`config.mk`:
```
export PLATFORM = sky130hd
export DESIGN_NAME = serial_rx_sipo
export DESIGN_NICKNAME = d
export VERILOG_FILES = /design/src/rtl/serial_rx_sipo_pkg.sv /design/src/rtl/serial_rx_sipo_bit_counter.sv /design/src/rtl/serial_rx_sipo.sv
export SDC_FILE = /design/constraint.sdc
export NUM_CORES = 1
export LEC_CHECK = 0
export CORE_ASPECT_RATIO = 1.1
export CORE_UTILIZATION = 55
export CTS_CLUSTER_SIZE = 28
export DETAILED_ROUTE_END_ITERATION = 6
export GPL_TIMING_DRIVEN = 0
export PLACE_DENSITY = 0.82
export SYNTH_ARGS = -nofsm -noshare
export SYNTH_HDL_FRONTEND = slang
export SYNTH_SLANG_ARGS = --single-unit
```
`constraint.sdc`:
```
create_clock -name CP -period 2.8 [get_ports CP]
set_input_delay 0.28 -clock CP [delete_from_list [all_inputs] [get_ports CP]]
set_output_delay 0.28 -clock CP [all_outputs]
set_load 0.02 [all_outputs]
```
`src/rtl/serial_rx_sipo_pkg.sv`:
```
// Shared constants for the serial receiver.
// Holds the FSM state encoding and default frame width.
package serial_rx_sipo_pkg;

  localparam int DEF_WIDTH = 8;

  typedef enum logic [1:0] {
    IDLE = 2'd0,
    DATA = 2'd1,
    STOP = 2'd2
  } rx_state_e;

endpackage

```
`src/rtl/serial_rx_sipo_bit_counter.sv`:
```
// Saturating bit counter for the receiver data phase.
// Ports: CP, n_rst, clr, inc -> count.
module bit_counter #(
  parameter int CW  = 4,
  parameter int MAX = 8
) (
  input  logic          CP,
  input  logic          n_rst,
  input  logic          clr,
  input  logic          inc,
  output logic [CW-1:0] count
);

  localparam logic [CW-1:0] TOP = CW'(MAX);

  always_ff @(posedge CP or negedge n_rst) begin
    if (!n_rst) begin
      count <= '0;
    end else if (clr) begin
      count <= '0;
    end else if (inc && count != TOP) begin
      count <= count + 1'b1;
    end
  end

endmodule

```
`src/rtl/serial_rx_sipo.sv`:
```
// Strobed serial-in parallel-out receiver: start 0, LSB-first data, stop 1.
// Ports: CP, n_rst, din, en -> dout, dout_valid, busy, frame_err.
module serial_rx_sipo
  import serial_rx_sipo_pkg::*;
#(
  parameter int WIDTH = DEF_WIDTH
) (
  input  logic             CP,
  input  logic             n_rst,
  input  logic             din,
  input  logic             en,
  output logic [WIDTH-1:0] dout,
  output logic             dout_valid,
  output logic             busy,
  output logic             frame_err
);

  localparam int CW = $clog2(WIDTH + 1);
  localparam logic [CW-1:0] LAST = CW'(WIDTH - 1);

  rx_state_e        state;
  rx_state_e        state_nx;
  logic [CW-1:0]    cnt;
  logic [WIDTH-1:0] sr;
  logic             cnt_clr;
  logic             cnt_inc;
  logic             load;
  logic             err;

  bit_counter #(
    .CW  (CW),
    .MAX (WIDTH)
  ) u_cnt (
    .CP    (CP),
    .n_rst (n_rst),
    .clr   (cnt_clr),
    .inc   (cnt_inc),
    .count (cnt)
  );

  always_ff @(posedge CP or negedge n_rst) begin
    if (!n_rst) begin
      state <= IDLE;
    end else begin
      state <= state_nx;
    end
  end

  always_comb begin
    state_nx = state;
    unique case (state)
      IDLE: if (en && !din) state_nx = DATA;
      DATA: if (en && cnt == LAST) state_nx = STOP;
      STOP: if (en) state_nx = IDLE;
      default: state_nx = IDLE;
    endcase
  end

  // A low stop bit returns to IDLE; it is never reused as a start.
  always_comb begin
    busy    = (state != IDLE);
    cnt_clr = 1'b0;
    cnt_inc = 1'b0;
    load    = 1'b0;
    err     = 1'b0;
    unique case (1'b1)
      (state == IDLE): cnt_clr = en && !din;
      (state == DATA): cnt_inc = en;
      (state == STOP): begin
        load = en && din;
        err  = en && !din;
      end
      default: ;
    endcase
  end

  always_ff @(posedge CP or negedge n_rst) begin
    if (!n_rst) begin
      sr         <= '0;
      dout       <= '0;
      dout_valid <= 1'b0;
      frame_err  <= 1'b0;
    end else begin
      dout_valid <= load;
      frame_err  <= err;
      if (cnt_inc) sr <= {din, sr[WIDTH-1:1]};
      if (load) dout <= sr;
    end
  end

endmodule

```
==> results of run 1 <==
-- cell families (layout without fill, tap and decap cells) --
family          after synthesis  in the layout  synth area share
compound gates                6              6           0.04727
fa+ha+maj                     2              2           0.02424
buf+inv                      10             27           0.04606
flops                        24             24            0.5818
mux                          11             11            0.1164
simple gates                 36             36            0.1842
-- stage by stage --
| step | util | area [µm²] | instances | power (W) | hold WS (ns) |
|---|---|---|---|---|---|
| 3_3_place_gp | 0.6726 | 1185 | 120 | 0.0007765 | 0.4568 |
| 5_1_grt | 0.7024 | 1237 | 124 | 0.001094 | 0.2982 |
| 6_report | 0.7024 | 1237 | 124 | 0.001027 | 0.2883 |
| 2_1_floorplan | - | 1032 | 89 | 0.0007056 | -0.01559 |
| 3_5_place_dp | 0.6726 | 1185 | 120 | 0.0007934 | 0.4799 |
| 4_1_cts | 0.7024 | 1237 | 124 | 0.001039 | 0.2770 |
-- final cells by class --
cell class                      count  area share
Clock inverter                      1     0.02427
Multi-Input combinational cell     55      0.3104
Inverter                            7     0.02123
Buffer                              3     0.01719
Clock buffer                        3     0.01820
Timing Repair Buffer               13      0.1052
Sequential cell                    24      0.4853
Tap cell                           18     0.01820
-- worst min-delay path by stage --
stage                            from                  end  cells after the start
floorplan                       n_rst  dout[0]$_DFFE_PN0P_                      0
global placement    sr[0]$_DFFE_PN0P_    sr[0]$_DFFE_PN0P_                      2
detailed placement  sr[0]$_DFFE_PN0P_    sr[0]$_DFFE_PN0P_                      2
CTS                                en  frame_err$_DFF_PN0_                      2
global route                       en  frame_err$_DFF_PN0_                      2
finish                             en  frame_err$_DFF_PN0_                      2
-- cells in the final DEF (no fill, tap or decap) --
master	netlist	routed
nand2_1	26	26
dfrtp_1	24	24
clkdlybuf4s50_1	0	13
mux2_2	8	8
inv_1	7	7
mux2i_1	3	3
clkbuf_4	0	3
buf_2	2	2
ha_1	2	2
buf_6	1	1
or2_2	1	1
nor4b_1	1	1
nand4b_2	1	1
nand3b_2	1	1
o21ai_0	1	1
and3b_2	1	1
and4b_1	1	1
a21oi_1	1	1
a211oi_1	1	1
or4b_4	1	1
nor2b_1	1	1
a31oi_2	1	1
a32o_1	1	1
nor3_1	1	1
a31o_2	1	1
nand4_1	1	1
bufinv_16	0	1
-- power breakdown --
| group | internal [W] | switching (W) |
|---|---|---|
| Combinational | 0.000128 | 0.000137 |
| Sequential | 0.000439 | 0.0000756 |
| Clock | 0.000145 | 0.000102 |
| Total | 0.000713 | 0.000314 |
-- critical path, delay by kind of cell (launching register included) --
family / cells / cell delay, ns
flip-flops: 1 / 0.39
buffers and inverters: 2 / 0.67
AND/OR/NAND/NOR: 1 / 0.26
-- sequential cells by signal (all words and copies together) (netlist names) --
signal	flops
state	2
frame_err	1
u_cnt.count	4
dout	8
dout_valid	1
sr	8
-- per-layer routing --
metal  global-route usage  vias up
met3              0.02642        3
met2               0.2836       13
li1                     -      328
met4              0.07273        0
met5                    0        -
met1               0.2084      333
==> impl_metrics.ini, run 1 <==
[route]
highest_layer = met4
vias = 677
drt-total-wl_um = 1509
wl_met3_um = 50
wl_per_cell_um = 12.17
dr.pass1.iters = 4
postRouteAntennaNets = 0
wl_met2_um = 722
drt_iter0_markers = 13
vias_per_cell = 5.460
remaining_drc_errors = 0
m1WireLength_um = 704

[flow_run]
drv_cap = 0

[sta]
slew-limit-headroom = 0.3193
max_freq_ghz = 0.5213
worst_slew_pin_slew_ns = 1.018
layout_min_cycle_time_ns = 1.918
clock_skew_ns = 0.005732
tns_ns = 0
timing.final.crit_share = 0.6851
rsz0062_at_grt = false
setup_viol = 0
setup_ws_ns = 0.8817
finalMaxSlewViolations = 0
hold_viol = 0

[die]
dieArea_mm2 = 0.002054
die_x_um = 43.31
ios = 15
die_h_um = 47.44
core.rowCount = 16
core_area_mm2 = 0.001762
initial_core_util = 0.5859

[synth]
synth_edf_count = 0
synth_cells = 89
async_flop_share = 1.000
synth_area_mm2 = 0.001032
synth_fp_nets = 95
synth.most_common_cell = nand2_1
synth-seq-cells = 24
syn_avg_cell_area_um2 = 11.60
yosysWarnings = 0
post-synth-top-area-fraction = 0.5818
synth-main-ff-cell = dfrtp_1
yosysSeqAreaShare = 0.5818
ys_top_cells_by_count = 26 x nand2_1, 24 x dfrtp_1, 8 x mux2_2
yosys.area.top_type = dfrtp_1
ys_types = 24
yosys-top-cells-area = dfrtp_1 58%, nand2_1 9.5%, mux2_2 8.7%, mux2i_1 2.9%, inv_1 2.5%

[final_layout]
n_antenna_cell = 0
multi_input_area_um2 = 384.1
final-seq-area_um2 = 600.6
drive_above_1_share = 0.2075
syn_to_final_growth_pct = 19.88
fillers = 137
nNetsFinal = 113

[critical_path]
slowest_stage = clkdlybuf4s50_1
critPathKind = reg -> out
r2r_cells = 3
crit_path_max_incr_delay_ns = 0.54
rrSetupSlack_ns = 1.37
reg2reg_to = u_cnt.count[2]$_DFFE_PN0P_
required_ns = 2.52
rr_startpoint = state[0]$_DFFE_PN0P_
crit_path_max_fanout = 10
endpoint = busy
path_cells = buf_6 -> or2_2 -> clkdlybuf4s50_1
crit_path_start = state[0]$_DFFE_PN0P_
worstSetupEndpointType = output pin
cp-start-kind = flip-flop
cp.arrival_ns = 1.64

[clock_network]
postCtsHoldBufs = 0
cts_buffers = 3
cts_resized = 0
clk_path_buf_depth = 2
postCtsSetupRepairBufs = 0
clkLatencyLatePin_ns = 0.32
cts_tree = built
clock-root-buffer = clkbuf_4
cts_sinks = 24
clkTransAtPathRegs_ns = 0.12
htree_num_levels = 1

[status]
outcome = complete, no violations

[placed_design]
post-place-ws_ns = 1.116
place_congestion = 0.7550
port-buffer-count = 13
dpl.hpwl_um = 1083

[power_and_ir_drop]
p_per_area_mw_per_mm2 = 829.8
ir_worst_vdd_mv = 0.4580
leakagePower_nw = 0.6465

[global_route]
track_usage = 0.1639
antenna_found_initial = 0
grt_start_max_net_pins = 25
grt_pass1_vias = 559
grt-ovfl-total = 0
grt_pass1_wl_um = 2408

[worst_hold_path]
holdCritPathClass = in -> reg
(Power assumes the default switching activity.)
==> inputs of run 2 (changes only) <==
--- a/config.mk
+++ b/config.mk
@@ -6,11 +6,11 @@
 export NUM_CORES = 1
 export LEC_CHECK = 0
 export CORE_ASPECT_RATIO = 1.1
-export CORE_UTILIZATION = 55
+export CORE_UTILIZATION = 46
 export CTS_CLUSTER_SIZE = 28
 export DETAILED_ROUTE_END_ITERATION = 6
 export GPL_TIMING_DRIVEN = 0
-export PLACE_DENSITY = 0.82
+export PLACE_DENSITY = 0.73
 export SYNTH_ARGS = -nofsm -noshare
 export SYNTH_HDL_FRONTEND = slang
 export SYNTH_SLANG_ARGS = --single-unit
==> constraint.sdc (replaced) <==
create_clock -name CP -period 1.6 [get_ports CP]
set_input_delay 0.16 -clock CP [delete_from_list [all_inputs] [get_ports CP]]
set_output_delay 0.16 -clock CP [all_outputs]
set_load 0.02 [all_outputs]
==> impl_metrics.ini, run 2 (synthesis gave the netlist of run 1 again) <==
[status]
outcome = complete, no violations

[placed_design]
place_congestion = 0.6974
dpl.cell_count = 130
port-buffer-count = 13
dpl.hpwl_um = 1115

[flow_run]
drv_cap = 0

[final_layout]
layout_common_cells = 26 x nand2_1, 24 x dfrtp_1, 12 x clkdlybuf4s50_1
n_antenna_cell = 0
utilization = 0.5888
drive_above_1_share = 0.2095
final_common_cell = nand2_1
fin_cells = 133
fillers = 187
final-seq-area_um2 = 600.6
syn_to_final_growth_pct = 17.70
nNetsFinal = 113
multi_input_area_um2 = 384.1
reg.largest.list = dout x8, sr x8, u_cnt.count x4

[sta]
finalMaxSlewViolations = 0
setup_viol = 0
max_freq_ghz = 0.6968
rsz0062_at_grt = false
clock_skew_ns = 0.008815
timing.final.crit_share = 0.8969
layout_min_cycle_time_ns = 1.435
tns_ns = 0
slew-limit-headroom = 0.3065
hold_viol = 0
worst_slew_pin_slew_ns = 1.037

[power_and_ir_drop]
leakagePower_nw = 0.6319
totalPowerFinal_w = 0.001619
ir_worst_vdd_mv = 0.8253
p_per_area_mw_per_mm2 = 1332

[die]
die_h_um = 51.69
die_x_um = 47.17
dieArea_mm2 = 0.002438
core_area_mm2 = 0.002063
ios = 15
initial_core_util = 0.5003
core.rowCount = 17

[critical_path]
crit_family = buffers and inverters
cp_num_buf_inv = 1
slowest_stage = clkdlybuf4s50_1
worstSetupEndpointType = output pin
cp-start-kind = flip-flop
crit_path_max_fanout = 2
path_cells = clkdlybuf4s50_1
required_ns = 1.44
crit_path_max_incr_delay_ns = 0.60
critPathKind = reg -> out
cp.arrival_ns = 1.28

[route]
dr.pass1.iters = 3
drt_iter0_markers = 2
remaining_drc_errors = 0
drt-total-wl_um = 1569
wl_per_cell_um = 11.80
vias_per_cell = 5.098
postRouteAntennaNets = 0
vias = 678

[clock_network]
postCtsSetupRepairBufs = 0
htree_num_levels = 1
postCtsHoldBufs = 0
clkTransAtPathRegs_ns = 0.13
clk_path_buf_depth = 2
cts_tree = built
clkLatencyLatePin_ns = 0.30
cts_sinks = 24
cts_resized = 1
cts_buffers = 3
clock-root-buffer = clkbuf_4

[global_route]
grt_pass1_vias = 676
grt_start_max_net_pins = 25
grt-ovfl-total = 0
antenna_found_initial = 0
track_usage = 0.1618
grt_pass1_wl_um = 2780

[worst_hold_path]
holdCritPathClass = in -> reg
[run 2: changes by cell type in the layout (fill, tap and decap cells not counted)]
cell             before  now
clkdlybuf4s50_1      13   12
clkbuf_2              0    1
bufinv_16             1    0
[run 2: through the flow]
step                area [µm²]  hold slack [ns]  worst slack [ns]
floorplan                 1032          -0.1356            0.2302
global placement          1197           0.4591           0.04694
detailed placement        1197           0.4714           0.03380
CTS                       1219           0.1790          0.006675
global route              1215           0.1792           0.08102
finish                    1215           0.1932            0.1650
[run 2: worst paths after layout]
check | start | end | slack, ns | cells after the start
worst min register to register | sr[0]$_DFFE_PN0P_ | sr[0]$_DFFE_PN0P_ | 0.49 | 2
worst max-delay path | dout[7]$_DFFE_PN0P_ | dout[7] | 0.16 | 1
min in group asynchronous | n_rst | dout[0]$_DFFE_PN0P_ | 0.40 | 1
max in group asynchronous | n_rst | dout[4]$_DFFE_PN0P_ | 0.57 | 1
worst min-delay path | en | frame_err$_DFF_PN0_ | 0.19 | 2
worst max register to register | state[0]$_DFFE_PN0P_ | u_cnt.count[2]$_DFFE_PN0P_ | 0.16 | 3
[run 2: final cells by class]
class	count	area share
clock buffers	3	0.01854
multi-input cells	55	0.3162
well taps	28	0.02884
plain buffers	3	0.01751
repair buffers	13	0.1030
flip-flops and latches	24	0.4943
inverters	7	0.02163
[run 2: per-layer routing]
metal / GRT usage / vias to the layer above / wire length (µm)
met2: 0.2662 / 9 / 760
met5: 0 / - / 0
li1: - / 328 / -
met3: 0.03125 / 2 / 37
met4: 0.07143 / 0 / 14
met1: 0.2005 / 339 / 756
[run 2: power breakdown]
group / switching [W] / internal [W]
sequential: 0.000130 / 0.000769
clock: 0.000165 / 0.0000878
combinational: 0.000246 / 0.000221
total: 0.000541 / 0.00108
